**src/rtl/mem_access_ctrl.sv**
```systemverilog
// Data-memory access controller: validates a load/store request, sequences the DM
// read / read-modify-write, and returns the extended load result with a done pulse.
module mem_access_ctrl #(
    parameter int MEM_WORDS = 3072
) (
    input  logic        clk,
    input  logic        reset,
    input  logic        req_valid,
    output logic        req_ready,
    input  logic [2:0]  op,
    input  logic [31:0] addr,
    input  logic [31:0] wdata,
    input  logic [31:0] pc,
    output logic        done,
    output logic [31:0] rd_data,
    output logic [1:0]  exc,
    output logic [11:0] m_addr,
    output logic [31:0] m_wdata,
    output logic        m_we,
    output logic [31:0] m_pc,
    input  logic [31:0] m_rdata
);

    localparam logic [2:0] OP_LW  = 3'd0;
    localparam logic [2:0] OP_LH  = 3'd1;
    localparam logic [2:0] OP_LHU = 3'd2;
    localparam logic [2:0] OP_LB  = 3'd3;
    localparam logic [2:0] OP_LBU = 3'd4;
    localparam logic [2:0] OP_SW  = 3'd5;
    localparam logic [2:0] OP_SH  = 3'd6;
    localparam logic [2:0] OP_SB  = 3'd7;

    typedef enum logic [1:0] {IDLE, ACC, WR} state_t;

    state_t      state, state_nxt;
    logic [2:0]  op_q;
    logic [13:0] addr_q;
    logic [31:0] wdata_q, pc_q, merge_q;
    logic        accept, addr_err;
    logic [4:0]  shamt;
    logic [15:0] lane_data;
    logic [31:0] lane_mask, load_val, merge_val;

    always_comb begin
        addr_err = 1'b0;
        case (op)
            OP_LW, OP_SW:         if (addr[1:0] != 2'b00) addr_err = 1'b1;
            OP_LH, OP_LHU, OP_SH: if (addr[0]) addr_err = 1'b1;
            default: ;
        endcase
        if (addr[31:14] != '0) addr_err = 1'b1;
        if ({20'd0, addr[13:2]} >= 32'(MEM_WORDS)) addr_err = 1'b1;
    end

    always_ff @(posedge clk) begin
        if (reset) state <= IDLE;
        else       state <= state_nxt;
    end

    // m_we is gated by reset directly so a write in flight is killed in the reset cycle
    always_comb begin
        state_nxt = state;
        req_ready = 1'b0;
        m_addr    = '0;
        m_pc      = '0;
        m_we      = 1'b0;
        m_wdata   = '0;
        case (state)
            IDLE: begin
                req_ready = !reset;
                if (req_valid && !reset && !addr_err) state_nxt = ACC;
            end
            ACC: begin
                m_addr = addr_q[13:2];
                m_pc   = pc_q;
                if (op_q == OP_SW) begin
                    m_we      = !reset;
                    m_wdata   = wdata_q;
                    state_nxt = IDLE;
                end else if (op_q == OP_SH || op_q == OP_SB) begin
                    state_nxt = WR;
                end else begin
                    state_nxt = IDLE;
                end
            end
            WR: begin
                m_addr    = addr_q[13:2];
                m_pc      = pc_q;
                m_we      = !reset;
                m_wdata   = merge_q;
                state_nxt = IDLE;
            end
            default: state_nxt = IDLE;
        endcase
    end

    assign accept = req_ready && req_valid;

    always_comb begin
        shamt     = {addr_q[1:0], 3'b000};
        lane_data = 16'(m_rdata >> shamt);
        case (op_q)
            OP_LW:   load_val = m_rdata;
            OP_LH:   load_val = {{16{lane_data[15]}}, lane_data};
            OP_LHU:  load_val = {16'd0, lane_data};
            OP_LB:   load_val = {{24{lane_data[7]}}, lane_data[7:0]};
            OP_LBU:  load_val = {24'd0, lane_data[7:0]};
            default: load_val = '0;
        endcase
        lane_mask = ((op_q == OP_SH) ? 32'h0000_FFFF : 32'h0000_00FF) << shamt;
        merge_val = (m_rdata & ~lane_mask) | ((wdata_q << shamt) & lane_mask);
    end

    always_ff @(posedge clk) begin
        if (reset) begin
            op_q    <= '0;
            addr_q  <= '0;
            wdata_q <= '0;
            pc_q    <= '0;
            merge_q <= '0;
            done    <= 1'b0;
            exc     <= '0;
            rd_data <= '0;
        end else begin
            done    <= 1'b0;
            exc     <= '0;
            rd_data <= '0;
            if (accept) begin
                op_q    <= op;
                addr_q  <= addr[13:0];
                wdata_q <= wdata;
                pc_q    <= pc;
                if (addr_err) begin
                    done <= 1'b1;
                    exc  <= (op <= OP_LBU) ? 2'd1 : 2'd2;
                end
            end
            if (state == ACC) begin
                if (op_q <= OP_LBU) begin
                    rd_data <= load_val;
                    done    <= 1'b1;
                end else if (op_q == OP_SW) begin
                    done <= 1'b1;
                end else begin
                    merge_q <= merge_val;
                end
            end
            if (state == WR) done <= 1'b1;
        end
    end

endmodule

```
**config.mk**
```make
export PLATFORM = sky130hd
export DESIGN_NAME = mem_access_ctrl
export DESIGN_NICKNAME = d
export VERILOG_FILES = /design/src/rtl/mem_access_ctrl.sv
export SDC_FILE = /design/constraint.sdc
export NUM_CORES = 1
export LEC_CHECK = 0
export CAP_MARGIN = 20
export CORE_MARGIN = 4
export CORE_UTILIZATION = 40
export DETAILED_ROUTE_END_ITERATION = 8
export DONT_BUFFER_PORTS = 1
export PLACE_DENSITY_LB_ADDON = 0.25
export SLEW_MARGIN = 20
export SYNTH_ARGS = -nofsm -noshare
export SYNTH_HDL_FRONTEND = slang
export SYNTH_SLANG_ARGS = --single-unit
```
**constraint.sdc**
```tcl
create_clock -name clk -period 3.5 [get_ports clk]
set_clock_uncertainty 0.15 [all_clocks]
set_input_delay 0.7 -clock clk [delete_from_list [all_inputs] [get_ports clk]]
set_output_delay 0.7 -clock clk [all_outputs]
set_load 0.01 [all_outputs]
```
=== Yosys cells after proc, flatten, opt, wreduce, memory -nomap -nowiden ===
Cells that the tools add are included.

* Register bits after elaboration: 150
* Latch bits: 0
* Bits in writable memories: 0
* Bits in read-only memories: 0
* Bits of input ports: 134
* Output and inout bits: 113
* Logic and storage cells: 80
* Memories kept: 0

* $add $sub $neg: 0
* $mul: 0
* Divide/modulo/power cells: 0
* Order comparisons: 3
* Equal/unequal tests: 14
* Shift operators: 3
* Mux-type cells: 25
* Bitwise gates (word level): 9
* Reduce and logical (&&, ||, !) cells: 17

{| class="wikitable"
|+ Operators by type and width
! kind !! count
|-
| case mux 32 bit (5 select lines) || 1
|-
| AND 32 bit || 2
|-
| 2-to-1 mux 32 bit || 2
|-
| case mux 32 bit (2 select lines) || 1
|-
| NOT 32 bit || 1
|-
| OR 32 bit || 1
|-
| << shifter 16 x 5 -> 32 bit || 1
|-
| << shifter 32 x 5 -> 32 bit || 1
|-
| >> shifter 32 x 5 -> 16 bit || 1
|-
| equality test 3 bit, second input constant || 6
|-
| nonzero test 18 bit || 1
|-
| 2-to-1 mux 16 bit || 1
|-
| >= comparator 12 bit, second input constant || 1
|-
| 2-to-1 mux 1 bit || 12
|-
| 2-to-1 mux 12 bit || 1
|-
| equality test 3 x 2 -> 1 bit, second input constant || 3
|-
| OR reduction 3 bit || 3
|-
| 2-to-1 mux 2 bit || 4
|-
| equality test 3 x 1 -> 1 bit, second input constant || 2
|-
| less-or-equal comparator 3 bit, second input constant || 2
|-
| logical NOT 3 bit || 2
|-
| NOT 1 bit || 5
|-
| case mux 1 bit (2 select lines) || 2
|-
| case mux 2 bit (2 select lines) || 1
|-
| other kinds (10) || 14
|}

=== Logic depth before layout (Yosys ltp) ===
Gate-level depths: netlist of run 1.

* Depth after elaboration: 11
* Depth in mapped cells: 9
* Gate-level depth less buffers: 6

=== Worst setup path before layout of run 1 ===
Ideal clock, no wire load.

* Path kind: register to output
* Start point: register state[1]
* End point: output m_we
* Arrival: 1.615 ns
* Required time: 2.650 ns
* Slack: 1.035 ns
* Cell stages (with the launch flop): 8
* Path buffers: 2
* Cells stage by stage: dfxtp_1 inv_1 ha_1 and4_1 clkbuf_1 clkbuf_1 nor2_1 nor3b_1

* Word-level cells in the longest chain between the ends: 2
* Elaborated cells on any way between the ends: 3
* Classes of those cells: eq/ne: 2; mux: 1

{| class="wikitable"
|+ Ends and longest elaborated chain
! item !! line !! source
|-
| start: declaration || 35 || <nowiki>state_t state, state_nxt;</nowiki>
|-
| start signal: assignment || 57 || <nowiki>else state <= state_nxt;</nowiki>
|-
| equality test 2 bit or equality test 2 x 1 -> 1 bit (tied branches) || 68 || <nowiki>case (state)</nowiki>
|-
| case mux 1 bit (2 select lines) (*) || 68 ||
|-
| end: declaration || 19 || <nowiki>output logic m_we,</nowiki>
|}

Mark *: on every way between the ends. The rest lies on a longest branch, timed or not.

=== Worst setup path in the final report of run 1 ===
Ends and elaborated chain as after synthesis.

==> results of run 1 <==
-- sequential cells by signal, indices dropped and copies added, names as in the netlist --
signal	count
merge_q	32
rd_data	32
addr_q	14
pc_q	32
done	1
wdata_q	32
op_q	3
exc	2
state	2
-- worst paths after layout --
check           endpoint  slack [ps]  cells after the start
min reg2reg  merge_q[14]         310                      2
min                 done         190                      1
max                 m_we         560                      6
max reg2reg  rd_data[23]        1070                      5
-- critical path: cells and delay by family (launching register included) --
kind	cells	cell delay, ps
buf+inv	2	420
simple gates	3	650
flops	1	310
fa+ha+maj	1	250
-- area by class of cell --
type	count	area [sq um]	area share (%)
timing repair buffer	15	137.6	1.721
tap	229	286.5	3.583
clock inverter	15	181.4	2.269
multi-input combinational	668	3905	48.83
clock buffer	17	425.4	5.320
inverter	15	56.30	0.7041
sequential	150	3004	37.57
-- cell families (layout without fill, tap and decap cells) --
kind of cell	Yosys count	in the layout	share of synthesized area, %
simple gates	432	432	30.02
fa+ha+maj	3	3	0.5144
compound gates	206	206	19.01
buf+inv	94	62	5.434
flops	150	150	41.15
xor+xnor	1	1	0.1200
mux	26	26	3.754
-- power breakdown --
| group | switching, uW | internal (uW) | total [uW] |
|---|---|---|---|
| registers | 77.4 | 1780 | 1850 |
| logic | 194 | 131 | 325 |
| clock network | 840 | 1020 | 1860 |
| total | 1110 | 2930 | 4040 |
-- cell usage after synthesis, drive strengths merged, types with 2 or more instances --
| master | count | share of area [%] |
|---|---|---|
| inv | 14 | 0.72 |
| o21ai | 23 | 1.6 |
| clkbuf | 57 | 2.9 |
| or2 | 2 | 0.17 |
| nor3b | 2 | 0.21 |
| a2bb2oi | 7 | 0.84 |
| a311oi | 8 | 0.96 |
| dfxtp | 150 | 41 |
| o2bb2ai | 8 | 0.96 |
| nand3b | 80 | 8.3 |
| nor2 | 16 | 0.82 |
| o211ai | 50 | 5.2 |
| ha | 3 | 0.51 |
| nand3 | 3 | 0.21 |
| and3b | 2 | 0.24 |
| and2 | 45 | 3.9 |
| a22o | 7 | 0.84 |
| a22oi | 32 | 3.3 |
| nand2b | 4 | 0.34 |
| nor2b | 36 | 3.1 |
| nor4 | 5 | 0.43 |
| mux2i | 24 | 3.3 |
| nand2 | 234 | 12 |
| a21oi | 60 | 4.1 |
| buf | 22 | 1.7 |
| o31ai | 4 | 0.41 |
-- through the flow --
| stage | area, sq um | util [%] |
|---|---|---|
| 2_1_floorplan | 7298 | - |
| 3_3_place_gp | 7390 | 41.14 |
| 3_5_place_dp | 7390 | 41.14 |
| 4_1_cts | 7996 | 44.51 |
| 5_1_grt | 7996 | 44.51 |
| 6_report | 7996 | 44.51 |
-- routing by layer --
metal	part of all wire [%]	GRT usage, %	up-vias
met2	48	36.82	297
met4	2.6	8.254	0
li1	-	-	3053
met5	0	0	-
met1	40	27.21	2959
met3	9.8	7.770	44
==> impl_metrics.yaml, run 1 <==
run_status:
  outcome: "finished clean"
timing:
  drv_slew: 0
  holdWs_ps: 193.3
  finalSetupViolations: 0
  min_period_ps: 2938
  fin_crit_sh_pct: 83.94
  hold_viol_final: 0
  slew_headroom_pct: 36.48
  layout_setup_ws_ps: 562.3
  max_freq_ghz: 0.3404
  tns_ps: 0
  rsz0062_at_grt: "false"
  tightest_slew_ps: 949.9
placed_design:
  dp_hpwl_mm: 16.72
  place_inst: 1077
  portBuffers: 0
  gp_congestion: 0.8396
  place_ws_ps: 1010
die:
  core_area_sq_um: 17960
  ios: 247
  start_util_pct: 40.63
  die_area_sq_um: 20470
  fp-row-count: 49
  die_h_microns: 143.1
  die_w_microns: 143.1
critical_path:
  timing.critical_path.cells: "inv_1 -> ha_1 -> and4_1 -> buf_4 -> nor2_1 -> nor3b_1"
  r2r_start: "addr_q[1]"
  critPathKind: "register to primary output"
  crit_path_start: "state[1]"
  cp.arrival_ps: 2090
  cp_max_fo: 33
  slowest_delay_ps: 360
  start_kind: "register"
  crit_slowest_cell: "nor3b_1"
  required_ps: 2650
  endpoint_kind: "primary output"
grt:
  antenna_found_initial: 0
  grt_usage_pct: 22.42
  grt_start_max_net_pins: 121
  grt_pass1_vias: 6255
  grt.overflow.total: 0
  grt_pass1_wl_mm: 35.51
power:
  total_power_uw: 4043
  p_leak_uw: 0.003005
  powerDensity_nw_per_um2: 505.6
  ir_worst_vdd_mv: 0.3295
logic_synthesis:
  synth_warnings: 0
  syn_area_sq_um: 7298
  synthFlopType: "dfxtp_1"
  async_flop_share_pct: 0
  netlist_instances: 912
  synth_cell_types: 46
  synth_nets: 1049
  synth-edff-count: 0
  synth_seq_area_share_pct: 41.15
  syn_avg_cell_area_sq_um: 8.002
  ys_seq_elements: 150
clocking:
  ctsResizeCount: 0
  htreeDepth: 4
  clk_latency_ps: 430
  post_cts_buffers: 0
  clk_pin_slew_worst_paths_ps: 60
  clockRootBuffer: "clkbuf_16"
  ctsHoldBuffers: 0
  cts_tree: "done"
  cts_buffers: 17
  clock_sinks: 150
  cts_buffer_depth: 2
final_layout:
  drive_gt1_share_pct: 6.591
  fillers: 1811
  final_cell_mix: "nand2_1 (233), dfxtp_1 (149), nand3b_1 (79)"
  nets: 1004
  areaGrowthSynthToFinish_pct: 9.566
  mostFrequentLayoutCell: "nand2_1"
  post_layout_nonfiller_instances: 1109
  antenna_cells: 0
worst_hold_path:
  holdCritPathClass: "primary input to register"
  min_from: "reset"
route:
  via_count: 6353
  routed_wirelength_mm: 23.41
  detail_route.wl_per_cell_microns: 21.11
  drt_iter0_markers: 448
  vias_per_cell: 5.729
  firstDrtPassIters: 5
  drtAntennaViolNets: 0
  drc: 0
flow_run:
  cap_viol_max_count: 0
No activity file was read; power rests on OpenSTA's default activity.
==> inputs of run 2 (changes only) <==
==> constraint.sdc (replaced) <==
create_clock -name clk -period 2.4 [get_ports clk]
set_clock_uncertainty 0.15 [all_clocks]
set_input_delay 0.48 -clock clk [delete_from_list [all_inputs] [get_ports clk]]
set_output_delay 0.48 -clock clk [all_outputs]
set_load 0.01 [all_outputs]
==> run 2 against run 1 <==
The run now ends with negative setup slack left. Combinational power is 88% higher. Worst setup slack worse by 590 ps. Worst hold slack worse by 180 ps. Global-route usage is 1.2 points higher. Sequential power is 45% higher. Wire length is 8.3% higher. Core utilization is 7.4 points higher. Critical endpoint is now m_wdata[19]. Largest power group is now registers.
==> impl_metrics.yaml, run 2 (synthesis results as in run 1) <==
placed_design:
  placed_area_sq_um: 7848
  gp_congestion: 0.8648
  portBuffers: 0
  dp_hpwl_mm: 17.03
  place_ws_ps: 344.7
  place_inst: 1128
timing:
  hold_viol_final: 0
  drv_slew: 0
  max_freq_ghz: 0.4114
  slew_headroom_pct: 49.40
  layout_setup_ws_ps: -30.96
  rsz0062_at_grt: "true"
  min_period_ps: 2431
  fin_crit_sh_pct: 101.3
  tightest_slew_ps: 756.8
  finalSetupViolations: 23
grt:
  grt_start_max_net_pins: 88
  grt.overflow.total: 0
  grt_pass1_vias: 6673
  grt_pass1_wl_mm: 37.52
  grt_usage_pct: 23.63
  antenna_found_initial: 0
die:
  fp-row-count: 49
  start_util_pct: 40.63
  die_h_microns: 143.1
  core_area_sq_um: 17960
  ios: 247
  die_area_sq_um: 20470
  die_w_microns: 143.1
run_status:
  outcome: "complete, but fails checks"
  failed_checks: "negative setup slack"
route:
  met2WireLength_mm: 12.54
  drt-met1-wl_mm: 10.06
  firstDrtPassIters: 5
  drtAntennaViolNets: 0
  vias_per_cell: 5.698
  drt_iter0_markers: 588
  drc: 0
  via_count: 6912
  met3WireLength_mm: 2.110
  routed_wirelength_mm: 25.36
  top_layer: "met4"
  detail_route.wl_per_cell_microns: 20.90
flow_run:
  cap_viol_max_count: 0
critical_path:
  cp.arrival_ps: 1800
  endpoint_kind: "primary output"
  slowest_delay_ps: 350
  crit_slowest_cell: "dfxtp_2"
  timing.critical_path.cells: "inv_4 -> ha_4 -> and4_4 -> buf_12 -> buf_16 -> a22oi_2 -> nor2b_1 -> buf_4"
  critPathKind: "register to primary output"
  required_ps: 1770
  start_kind: "register"
  cp_max_fo: 8
final_layout:
  final_area_sq_um: 9331
  fillers: 1639
  mostFrequentLayoutCell: "nand2_1"
  final_cell_mix: "nand2_1 (233), dfxtp_1 (147), nand3b_1 (79)"
  areaGrowthSynthToFinish_pct: 27.86
  post_layout_nonfiller_instances: 1213
  nets: 1108
  drive_gt1_share_pct: 18.80
  antenna_cells: 0
clocking:
  htreeDepth: 4
  cts_buffers: 17
  clk_latency_ps: 430
  cts_buffer_depth: 2
  clock_sinks: 150
  cts_tree: "done"
  clockRootBuffer: "clkbuf_16"
  clk_pin_slew_worst_paths_ps: 60
power:
  total_power_uw: 5942
  p_leak_uw: 0.003600
  powerDensity_nw_per_um2: 636.8
  ir_worst_vdd_mv: 0.5024
worst_hold_path:
  holdCritPathClass: "primary input to register"
## run 2: cell count changes in the layout (fill, tap and decap cells not counted), sizes merged
cell | before | now
bufbuf | 0 | 1
inv | 22 | 18
dlygate4sd3 | 0 | 44
clkbuf | 17 | 21
buf | 15 | 73
clkinv | 6 | 7
## run 2: critical path: cells and delay by family, from the launching register on
kind	cells	cell delay [ps]
buffers and inverters	4	460
flip-flops	1	350
AND/OR/NAND/NOR	2	270
adder cells (fa/ha/maj)	1	150
AO/OA/AOI/OAI	1	140
## run 2: where the power goes
part | leakage (uW) | internal (uW) | switching [uW]
Sequential | 0.00123 | 2590 | 95.6
Combinational | 0.00209 | 274 | 337
Clock | 0.000288 | 1530 | 1120
Total | 0.00360 | 4390 | 1550
## run 2: timing repair
action                                  CTS  global route
pin swaps                                 2             5
setup buffers                             1             3
gates resized for setup                  27            53
endpoints found under the setup margin   33            33
cloned                                    3             1
hold endpoints to repair                 76             0
hold buffers                             45             0
## run 2: worst paths after layout
path               start          end  slack, ps  cells after the start
max             state[1]  m_wdata[19]        -30                      8
min                pc[8]      pc_q[8]          8                      2
max reg2reg    addr_q[1]  rd_data[23]        320                      4
min reg2reg  merge_q[16]  merge_q[16]        310                      2
## run 2: per-stage QoR
| step | hold slack, ps | setup TNS [ps] | util [%] |
|---|---|---|---|
| after floorplan | 282.4 | 0 | - |
| after global placement | 285.4 | 0 | 43.69 |
| after detailed placement | 289.1 | 0 | 43.69 |
| after CTS | 0.2581 | -545.6 | 50.69 |
| after global routing | 4.451 | -3207 | 51.95 |
| final | 8.414 | -312.5 | 51.95 |
## run 2: cell type report
| type | instances | area, sq um | share of cell area, % |
|---|---|---|---|
| Tap cell | 229 | 286.5 | 3.071 |
| Inverter | 15 | 58.81 | 0.6302 |
| Sequential cell | 150 | 3009 | 32.25 |
| Clock buffer | 20 | 466.7 | 5.001 |
| Multi-Input combinational cell | 668 | 4165 | 44.64 |
| Clock inverter | 12 | 117.6 | 1.260 |
| Timing Repair Buffer | 119 | 1227 | 13.15 |
## run 2: routing by layer
| layer | vias to the layer above | GRT usage (%) |
|---|---|---|
| li1 | 3266 | - |
| met1 | 3340 | 29.12 |
| met2 | 263 | 39.71 |
| met3 | 43 | 7.535 |
| met4 | 0 | 6.803 |
| met5 | - | 0 |
==> inputs of run 3 (changes only) <==
--- a/config.mk
+++ b/config.mk
@@ -6,6 +6,7 @@
 export NUM_CORES = 1
 export LEC_CHECK = 0
 export CAP_MARGIN = 20
+export CORE_ASPECT_RATIO = 1.2
 export CORE_MARGIN = 4
 export CORE_UTILIZATION = 40
 export DETAILED_ROUTE_END_ITERATION = 8
==> run 3 against run 2 <==
The flow still finishes with violations (negative setup slack). Fmax decreased by 0.61%. Core utilization increased by 0.51 points. Via count increased by 0.43%. Flip-flop and latch count unchanged. Clock-buffer cell count decreased by 1. Register-to-register slack improved by 20 ps. Power increased by 4.2%. Critical path type unchanged. Critical endpoint is now m_wdata[31]. Highest routed layer unchanged.
==> impl_metrics.yaml, run 3 (synthesis results as in run 1) <==
final_layout:
  mostFrequentLayoutCell: "nand2_1"
  areaGrowthSynthToFinish_pct: 27.26
  nets: 1118
  final_cell_mix: "nand2_1 (233), dfxtp_1 (147), nand3b_1 (79)"
  antenna_cells: 0
  final_util_pct: 52.46
  drive_gt1_share_pct: 14.08
placed_design:
  portBuffers: 0
  dp_hpwl_mm: 16.28
  gp_congestion: 0.8848
critical_path:
  required_ps: 1770
  cp.arrival_ps: 1820
  start_kind: "register"
  r2r.worst_path.cells: 5
  cp_max_fo: 13
  critPathKind: "register to primary output"
  endpoint_kind: "primary output"
timing:
  layout_setup_ws_ps: -45.97
  tns_ps: -557.0
  max_freq_ghz: 0.4088
  fin_crit_sh_pct: 101.9
  hold_viol_final: 0
  rsz0062_at_grt: "true"
  finalSetupViolations: 27
  tightest_slew_ps: 686.7
  slew_headroom_pct: 54.09
  drv_slew: 0
  min_period_ps: 2446
clocking:
  clk_latency_ps: 430
  cts_buffers: 17
  htreeDepth: 4
  clk_pin_slew_worst_paths_ps: 60
  clockRootBuffer: "clkbuf_16"
  clock_sinks: 150
  cts_buffer_depth: 2
  cts_tree: "done"
worst_hold_path:
  hold_depth: 2
  holdCritPathClass: "primary input to register"
power:
  combPwrFrac_pct: 9.9
  pwr-share-seq_pct: 43.2
  p_leak_uw: 0.003636
  clkPwrFrac_pct: 46.9
  powerDensity_nw_per_um2: 666.6
  ir_worst_vdd_mv: 0.4555
  switching_share_pct: 24.83
  power.switching_uw: 1538
  p_int_uw: 4654
grt:
  grt_pass1_wl_mm: 38.51
  antenna_found_initial: 1
  grt_util_met2_pct: 37.60
  grt_pass1_vias: 6700
  grt_util_met1_pct: 29.77
  grt_usage_pct: 23.68
  grt_start_max_net_pins: 88
  met3_usage_pct: 8.452
  grt.overflow.total: 0
  grt.busiest_layer: "met2"
die:
  start_util_pct: 41.22
  die_h_microns: 156.0
  die_area_sq_um: 20480
  die_w_microns: 131.3
  fp-row-count: 53
  core_area_sq_um: 17710
  ios: 247
flow_run:
  cap_viol_max_count: 0
route:
  drc: 0
  drtAntennaViolNets: 0
  routed_wirelength_mm: 25.40
  firstDrtPassIters: 5
  via_count: 6942
  vias_per_cell: 5.718
  detail_route.wl_per_cell_microns: 20.92
  drt_iter0_markers: 634
run_status:
  failed_checks: "negative setup slack"
  outcome: "complete, but fails checks"
-- run 3: path summary, 6_finish.rpt --
check,from,slack (ps),end
worst max register to register,addr_q[1],340,merge_q[22]
worst min-delay path,wdata[31],7,wdata_q[31]
worst max-delay path,state[1],-50,m_wdata[31]
worst min register to register,pc_q[5],310,pc_q[5]
-- run 3: area by class of cell --
| class | instances | area, sq um |
|---|---|---|
| multi-input cells | 668 | 3998 |
| flip-flops and latches | 150 | 3007 |
| clock buffers | 19 | 442.9 |
| inverters | 15 | 58.81 |
| clock inverters | 13 | 196.4 |
| fillers | 1626 | 8418 |
| repair buffers | 129 | 1310 |
| well taps | 220 | 275.3 |
-- run 3: timing repair --
action / CTS / global route
endpoints found under the setup margin: 33 / 33
setup buffers: 3 / 3
hold endpoints to repair: 84 / 0
resized for setup: 20 / 18
cloned: 4 / 3
hold buffers: 53 / 0
pin swaps: 2 / 3
-- run 3: worst max-delay path, stage by stage, from the launching register on --
cell and delay [ps]:
dfxtp_2 350, inv_4 50, buf_6 110, ha_4 380
clkbuf_16 220, nor2b_1 150, buf_4 140
-- run 3: per-layer routing --
layer / share of wire [%] / vias to the layer above / routed length, microns
met3: 11 / 61 / 2774
met1: 40 / 3244 / 10190
met5: 0 / - / 0
met4: 3.3 / 0 / 843
met2: 46 / 357 / 11590
li1: - / 3280 / -
-- run 3: power by group through the flow --
stage / Sequential [uW] / Clock, uW / Combinational [uW]
floorplan: 2690 / 0 / 423
global placement: 2720 / 0 / 512
detailed placement: 2720 / 0 / 516
CTS: 2670 / 2940 / 603
global route: 2680 / 3060 / 677
finish: 2680 / 2900 / 611
-- run 3: metrics by stage --
step                setup slack (ps)  cell area [sq um]  std cells  power, uW  hold slack [ps]
finish                        -45.97               9288       1214       6191            7.323
global route                  -113.3               9288       1214       6422           0.8369
CTS                           -86.21               9178       1210       6217           0.1065
detailed placement             294.0               7804       1118       3241            291.7
global placement               296.3               7804       1118       3236            286.9
floorplan                      155.3               7298        912       3115            282.4
